### config.mk
export PLATFORM = sky130hd
export DESIGN_NAME = instruction_fetch_unit
export DESIGN_NICKNAME = d
export VERILOG_FILES = /design/src/rtl/instruction_fetch_unit.sv
export SDC_FILE = /design/constraint.sdc
export NUM_CORES = 1
export LEC_CHECK = 0
export BUFFER_PORTS_ARGS = -buffer_cell sky130_fd_sc_hd__buf_2
export CORE_MARGIN = 4
export CORE_UTILIZATION = 55
export CTS_BUF_LIST = sky130_fd_sc_hd__clkbuf_4
export CTS_CLUSTER_DIAMETER = 60
export DETAILED_ROUTE_END_ITERATION = 8
export GPL_TIMING_DRIVEN = 0
export PLACE_DENSITY = 0.78
export SKIP_LAST_GASP = 1
export SLEW_MARGIN = 0
export SYNTH_ARGS = -nofsm -noshare
export SYNTH_HDL_FRONTEND = slang
export SYNTH_SLANG_ARGS = --single-unit
### constraint.sdc
create_clock -name CLOCK -period 3.9 [get_ports CLOCK]
set_input_delay 0.195 -clock CLOCK [delete_from_list [all_inputs] [get_ports CLOCK]]
set_output_delay 0.195 -clock CLOCK [all_outputs]
set_load 0.02 [all_outputs]
### src/rtl/instruction_fetch_unit.sv
// Instruction fetch unit: issues single-outstanding word reads to instruction memory,
// buffers results in a small prefetch FIFO and presents them to the control unit.
module instruction_fetch_unit #(
  parameter int                ADDR_W   = 16,
  parameter int                DEPTH    = 2,
  parameter logic [ADDR_W-1:0] RESET_PC = 16'h0000
) (
  input  logic              CLOCK,
  input  logic              RESET,
  output logic              imem_req,
  output logic [ADDR_W-1:0] imem_addr,
  input  logic              imem_ack,
  input  logic [15:0]       imem_rdata,
  output logic [15:0]       COMMAND,
  output logic [ADDR_W-1:0] cmd_pc,
  output logic              cmd_valid,
  input  logic              cmd_ready,
  input  logic              PC_load,
  input  logic [ADDR_W-1:0] branch_target,
  input  logic              halt,
  output logic [ADDR_W-1:0] fetch_pc
);
  localparam int PW = (DEPTH > 1) ? $clog2(DEPTH) : 1;
  localparam int CW = $clog2(DEPTH) + 1;

  typedef enum logic [1:0] {IDLE, FETCH, FLUSH, HALTED} state_t;
  typedef struct packed {
    logic [ADDR_W-1:0] pc;
    logic [15:0]       insn;
  } entry_t;

  state_t            state, state_n;
  entry_t [DEPTH-1:0] mem;
  entry_t            head_n;
  logic [PW-1:0]     rd_ptr, wr_ptr, rd_ptr_n;
  logic [CW-1:0]     count, count_left, count_n;
  logic              push, pop, issue, launch, req_n;
  logic [ADDR_W-1:0] fpc_n, launch_addr, addr_n;

  // A redirect discards both the same-cycle pop and push.
  assign pop        = cmd_valid & cmd_ready & ~PC_load;
  assign push       = (state == FETCH) & imem_ack & ~PC_load;
  assign count_left = count - CW'(pop);
  assign count_n    = PC_load ? '0 : count_left + CW'(push);
  assign rd_ptr_n   = rd_ptr + PW'(pop);
  assign issue      = (count_n < CW'(DEPTH)) & ~halt;

  always_ff @(posedge CLOCK or posedge RESET) begin
    if (RESET) state <= IDLE;
    else       state <= state_n;
  end

  always_comb begin
    state_n     = state;
    fpc_n       = fetch_pc;
    launch      = 1'b0;
    launch_addr = fetch_pc;
    if (PC_load) begin
      fpc_n = branch_target;
      // A pending stale request must finish before the target may be requested.
      if ((state == FETCH || state == FLUSH) && !imem_ack) state_n = FLUSH;
      else if (issue) begin
        state_n     = FETCH;
        launch      = 1'b1;
        launch_addr = branch_target;
      end else state_n = halt ? HALTED : IDLE;
    end else begin
      case (state)
        IDLE:
          if (issue) begin
            state_n = FETCH;
            launch  = 1'b1;
          end else if (halt) state_n = HALTED;
        FETCH:
          if (imem_ack) begin
            fpc_n = fetch_pc + ADDR_W'(1);
            if (issue) begin
              launch      = 1'b1;
              launch_addr = fetch_pc + ADDR_W'(1);
            end else state_n = halt ? HALTED : IDLE;
          end
        FLUSH:
          if (imem_ack) begin
            if (issue) begin
              state_n = FETCH;
              launch  = 1'b1;
            end else state_n = halt ? HALTED : IDLE;
          end
        HALTED:
          if (!halt) state_n = IDLE;
        default: state_n = IDLE;
      endcase
    end
  end

  always_comb begin
    req_n  = (state_n == FETCH) || (state_n == FLUSH);
    addr_n = launch ? launch_addr : imem_addr;
  end

  // Next head: freshly acked word when the FIFO would otherwise be empty.
  always_comb begin
    head_n = mem[rd_ptr_n];
    if (count_left == '0) head_n = '{pc: fetch_pc, insn: imem_rdata};
    if (count_n == '0)    head_n = '0;
  end

  always_ff @(posedge CLOCK) begin
    if (push) mem[wr_ptr] <= '{pc: fetch_pc, insn: imem_rdata};
  end

  always_ff @(posedge CLOCK or posedge RESET) begin
    if (RESET) begin
      imem_req  <= 1'b0;
      imem_addr <= RESET_PC;
      fetch_pc  <= RESET_PC;
      rd_ptr    <= '0;
      wr_ptr    <= '0;
      count     <= '0;
      cmd_valid <= 1'b0;
      COMMAND   <= '0;
      cmd_pc    <= '0;
    end else begin
      imem_req  <= req_n;
      imem_addr <= addr_n;
      fetch_pc  <= fpc_n;
      rd_ptr    <= PC_load ? '0 : rd_ptr_n;
      wr_ptr    <= PC_load ? '0 : wr_ptr + PW'(push);
      count     <= count_n;
      cmd_valid <= (count_n != '0);
      COMMAND   <= head_n.insn;
      cmd_pc    <= head_n.pc;
    end
  end
endmodule

# Yosys cells after proc, flatten, opt, wreduce, memory -nomap -nowiden
# Cells that the tools add are included.
dict set report totals {
  wordCells 83
  reg_bits 136
  inputBits 38
  output_inout_bits 66
}
dict set report classes {
  bitwise 7
  n_mux 35
  eq_ne 5
  addsub 5
  n_lt_le_gt_ge 4
  n_reduce_logical 13
}
# cell count
set op_table {}
lappend op_table {{32-bit 2-to-1 mux} 5}
lappend op_table {{16-bit 2-to-1 mux} 9}
lappend op_table {{64-bit bitwise mux} 1}
lappend op_table {{32-bit demux with 1-bit select} 1}
lappend op_table {{2-bit 2-to-1 mux} 11}
lappend op_table {{16-bit by 1-bit adder with 16-bit output, second input constant} 1}
lappend op_table {{2-bit case mux with 4 select lines} 1}
lappend op_table {{2-bit == test, second input constant} 3}
lappend op_table {{2-bit zero test} 3}
lappend op_table {{1-bit 2-to-1 mux} 6}
lappend op_table {{2-bit nonzero test} 3}
lappend op_table {{1-bit AND} 5}
lappend op_table {{2-bit by 1-bit == test with 1-bit output, second input constant} 2}
lappend op_table {{1-bit by 2-bit less-than comparator with 1-bit output, second input constant} 2}
lappend op_table {{1-bit adder} 2}
lappend op_table {{2-bit by 1-bit adder with 2-bit output} 1}
lappend op_table {{1-bit logical AND} 2}
lappend op_table {{1-bit logical OR} 2}
lappend op_table {{2-bit less-than comparator, second input constant} 1}
lappend op_table {{1-bit inverter} 2}
lappend op_table {{1-bit case mux with 2 select lines} 1}
lappend op_table {{2-bit AND reduction} 1}
lappend op_table {{2-bit OR reduction} 1}
lappend op_table {{2-bit by 1-bit subtractor with 2-bit output} 1}
lappend op_table {{other kinds (2)} 2}

# Depth between registers and ports, before layout
dict set report depth {
  depth_word 13
  mapped_depth 12
  ltp_nobuf 11
}

# Worst setup path after synthesis
# OpenSTA, ideal clock, no wires.
dict set report synth_timing {
  path_kind {input-to-reg}
  startpoint {input port PC_load}
  endpoint {register imem_addr[10]}
  setup_ps 126
  path_buffers 5
  t_required_ps 3774
  cell_stages 11
  arrival_time_ps 2517
  slack_ps 1257
  path_cell_list {buf_4 -> clkbuf_1 -> clkbuf_1 -> buf_1 -> nor2_1 -> ha_1 -> xnor3_2 -> o21ai_4 -> o21bai_4 -> buf_6 -> a221o_1}
}
dict set report synth_between {
  elab_chain_len 11
  word_cells_on_any_way 19
  classes_between {add/sub: 2; order compare: 1; mux: 12; bitwise: 4}
}
# element line_no
set synth_rtl {}
lappend synth_rtl {{start, declared} 18} ;# input logic PC_load,
lappend synth_rtl {{1-bit inverter} {41, 42}}
lappend synth_rtl {{1-bit AND} 41} ;# assign pop = cmd_valid & cmd_ready & ~PC_load;
lappend synth_rtl {{2-bit by 1-bit subtractor with 2-bit output} 43} ;# assign count_left = count - CW'(pop);
lappend synth_rtl {{2-bit by 1-bit adder with 2-bit output} 44} ;# assign count_n = PC_load ? '0 : count_left + CW'(push);
lappend synth_rtl {{2-bit 2-to-1 mux} 44}
lappend synth_rtl {{2-bit less-than comparator} 46} ;# assign issue = (count_n < CW'(DEPTH)) & ~halt;
lappend synth_rtl {{1-bit AND} 46}
lappend synth_rtl {{1-bit 2-to-1 mux or 16-bit 2-to-1 mux (tied branches)} -}
lappend synth_rtl {{1-bit 2-to-1 mux or 16-bit 2-to-1 mux (tied branches)} {83, 75}}
lappend synth_rtl {{1-bit case mux with 2 select lines or 16-bit 2-to-1 mux (tied branches)} 68} ;# case (state)
lappend synth_rtl {{1-bit 2-to-1 mux or 16-bit 2-to-1 mux (tied branches)} 58} ;# if (PC_load) begin
lappend synth_rtl {{end signal, assigned} 125} ;# imem_addr <= addr_n;
lappend synth_rtl {{end, declared} 11} ;# output logic [ADDR_W-1:0] imem_addr,
# Several ways; a longest one is shown, not always the timed one.
# A chain may end at the register's enable or synchronous reset.

==> impl_results.md <==
- Final hold slack: 0.212 ns
- Initial antenna violation count: 0
- Number of global-route vias before repair: 4778
- Share of layout cells above drive strength 1: 25.2%
- Final setup margin: 0.328 ns
- Synth async-reset ratio: 52.9%
- Slew margin rel.: 44.0%
- Fmax: 280 MHz
- Wire length on met1: 6240 um
- Wire length per cell: 18.5 um
- Pwr/cell area: 583 nW/um2
- Root Driver: clkbuf_4
- Lkg Pwr: 0.00336 uW
- Initial Utilization: 56.1%
- Drc violations: 0
- Grt ovf: 0
- Setup Buffers After CTS: 0
- Clk_skew: 0.0169 ns
- Unrepaired setup endpoints after global routing: false
- CTS Buf Count: 17
- Syn_area_per_cell: 12.1 um2
- Total Wirelength: 15000 um
- Synth Cell Area: 6060 um2
- Most common cell in the synthesized netlist: dfrtp_1
- Post-synth cell types: 59
- Dpl ws: 0.213 ns
- Largest net degree at the start of global routing: 43
- Hold WC Path Type: input port to flop
- Buffer levels on the longest clock path: 2
- VDD IR max: 0.326 mV
- # clock sinks: 136
- Initial DRC Count: 381
- Finished Core Util: 68.5%
- First-pass GRT wire length: 24500 um
- Register area share after synthesis: 61.4%
- Final Setup Violations: 0
- Rows: 38
- FF+latch count, synth: 136
- Final ANT Viol Nets: 0
- Clk slew on worst S/H paths: 0.12 ns
- Area contributors post-synth: edfxtp_1, dfrtp_1, mux2i_1, a211oi_1, nor2_1
- Setup crit end kind: flop
- Met2 wire length: 7140 um
- CTS H-tree lvls: 4
- Multi-input logic area: 2090 um2
- Placer Congestion: 0.896
- Status: complete, no violations
- Via density: 5.78
- Max FO, Critical Path: 10
- Period utilization: 91.6%
- Clock period minus worst slack: 3.57 ns
- DR top layer: met4
- Post-synth EDFFs: 64
- Total track usage: 24.6%
- Via Count: 4690
- Worst R2R Start: state[1]$_DFF_PP0_
- Yosys warning count: 0
- Synth-to-Final Area Change: 22.1%
- Register area: 3720 um2
- HP Start: halt
- Top FF cell, synth: dfrtp_1
- Core Region: 10800 um2
- CP arrival: 3.94 ns
- Slew @ Worst Pin: 0.840 ns
- IO Count: 104
- Port buffer count: 102
- FILL cells: 800
- Max-slew violations: 0
- Final nets: 705
- Antenna fix cells: 0
- CP Class: input port to flop
- Die Area: 12800 um2
- Height of the die: 113 um
- Synthesized Nets: 549
- Mapped Cells: 502
- Dominant cell type by area after synthesis: edfxtp_1
- Commonest cells post-synth: dfrtp_1, edfxtp_1, nor2_1
- Half-perimeter wire length after placement: 10000 um
- Crit. Startpoint: PC_load
- Max cap viols: 0
- Clk_lat worst skew: 0.52 ns
- Setup TNS: 0 ns
- Worst EP required: 4.27 ns
- Drt pass-1 iters: 5
- Startpoint Class: input port
- Top cell type's share of synthesized area: 31.7%
- Die X: 113 um
- Post-DP Area: 6770 um2
- Final hold violations: 0
- Worst reg-to-reg setup slack: 0.83 ns
- Final instance area: 7400 um2
- Met3 WL: 1090 um
- CTS tree: done
==> repair_timing <==
action | in CTS | in global routing
endpoints found under the setup margin | 0 | 30
endpoints found under the hold margin | 98 | 0
hold buffers | 34 | 0
resized for setup | 0 | 1
==> per-layer routing <==
layer	global-route usage (%)	up-vias
met2	39.6	219
met1	32.2	2257
li1	-	2155
met5	0	-
met3	5.88	59
met4	10.8	0
==> registers in the layout (all words and copies together), names as in the netlist <==
signal     flops
rd_ptr         1
mem           64
cmd_valid      1
state          2
wr_ptr         1
cmd_pc        16
imem_addr     16
COMMAND       16
count          2
fetch_pc      16
imem_req       1
==> path summary, 6_finish.rpt <==
path,cells after the start,end
min in group asynchronous,3,COMMAND[15]$_DFF_PP0_
min reg2reg,2,imem_addr[11]$_DFFE_PP0P_
max in group asynchronous,4,imem_addr[15]$_DFFE_PP0P_
max reg2reg,12,cmd_pc[10]$_DFF_PP0_
max,13,cmd_pc[10]$_DFF_PP0_
min,4,imem_req$_DFF_PP0_
==> through the flow <==
| step | instances | total power (uW) |
|---|---|---|
| 2_1_floorplan | 502 | 2880 |
| 3_5_place_dp | 745 | 3370 |
| 5_1_grt | 811 | 4560 |
| 3_3_place_gp | 744 | 3340 |
| 4_1_cts | 811 | 4320 |
| 6_report | 811 | 4310 |
==> layout make-up <==
| cell class | instances | share of cell area, % |
|---|---|---|
| inverter | 19 | 0.998 |
| multi-input combinational | 315 | 28.3 |
| tap | 140 | 2.37 |
| buffer | 32 | 2.40 |
| sequential | 136 | 50.3 |
| timing repair buffer | 137 | 11.8 |
| clock buffer | 18 | 1.83 |
| clock inverter | 14 | 2.01 |
==> kinds of logic after synthesis <==
| group | Yosys count | share of synthesized area [%] |
|---|---|---|
| and+or+nand+nor | 140 | 10.6 |
| DFF | 136 | 61.4 |
| AOI/OAI and AO/OA | 112 | 12.8 |
| buffers and inverters | 51 | 4.09 |
| muxes | 37 | 6.17 |
| xor gates and xnor gates | 17 | 3.01 |
| adders and majority gates | 9 | 1.86 |
==> power by group <==
group / internal [uW] / leakage (uW) / total [uW] / switching [uW]
Combinational: 524 / 0.00171 / 1500 / 979
Clock: 391 / 0.000147 / 926 / 535
Sequential: 1740 / 0.00150 / 1880 / 144
Total: 2650 / 0.00336 / 4310 / 1660
==> worst max-delay path, stage by stage <==
cell and delay [ns]:
dlygate4sd3_1 0.52, buf_4 0.18, clkbuf_1 0.42, clkbuf_1 0.48, clkbuf_2 0.37, nor2_1 0.14
ha_1 0.21, xnor3_2 0.32, nand2b_4 0.20, inv_1 0.10, nor2_1 0.39, buf_2 0.32
a211oi_1 0.10
==> cell usage in the layout (no fill, tap or decap), types with 3 or more instances in the layout <==
master and instances:
buf_2 110, dfrtp_1 72, edfxtp_1 64, nor2_1 55, nand2_1 37, mux2i_1 34
dlygate4sd3_1 34, a211oi_1 33, o21ai_0 25, clkbuf_4 18, inv_1 16, a21oi_1 15
clkbuf_1 13, nand3_1 13, xnor2_1 11, nor3_1 10, ha_1 7, o31ai_1 6
nor4_1 5, a31oi_1 5, buf_4 4, nand4_1 4, xor2_1 4, buf_6 4
mux2_2 3, o22ai_1 3, nor2b_1 3, a21o_1 3, clkinv_4 3, clkinvlp_4 3
inv_6 3
Note: power is estimated with default switching activity, not from simulation.
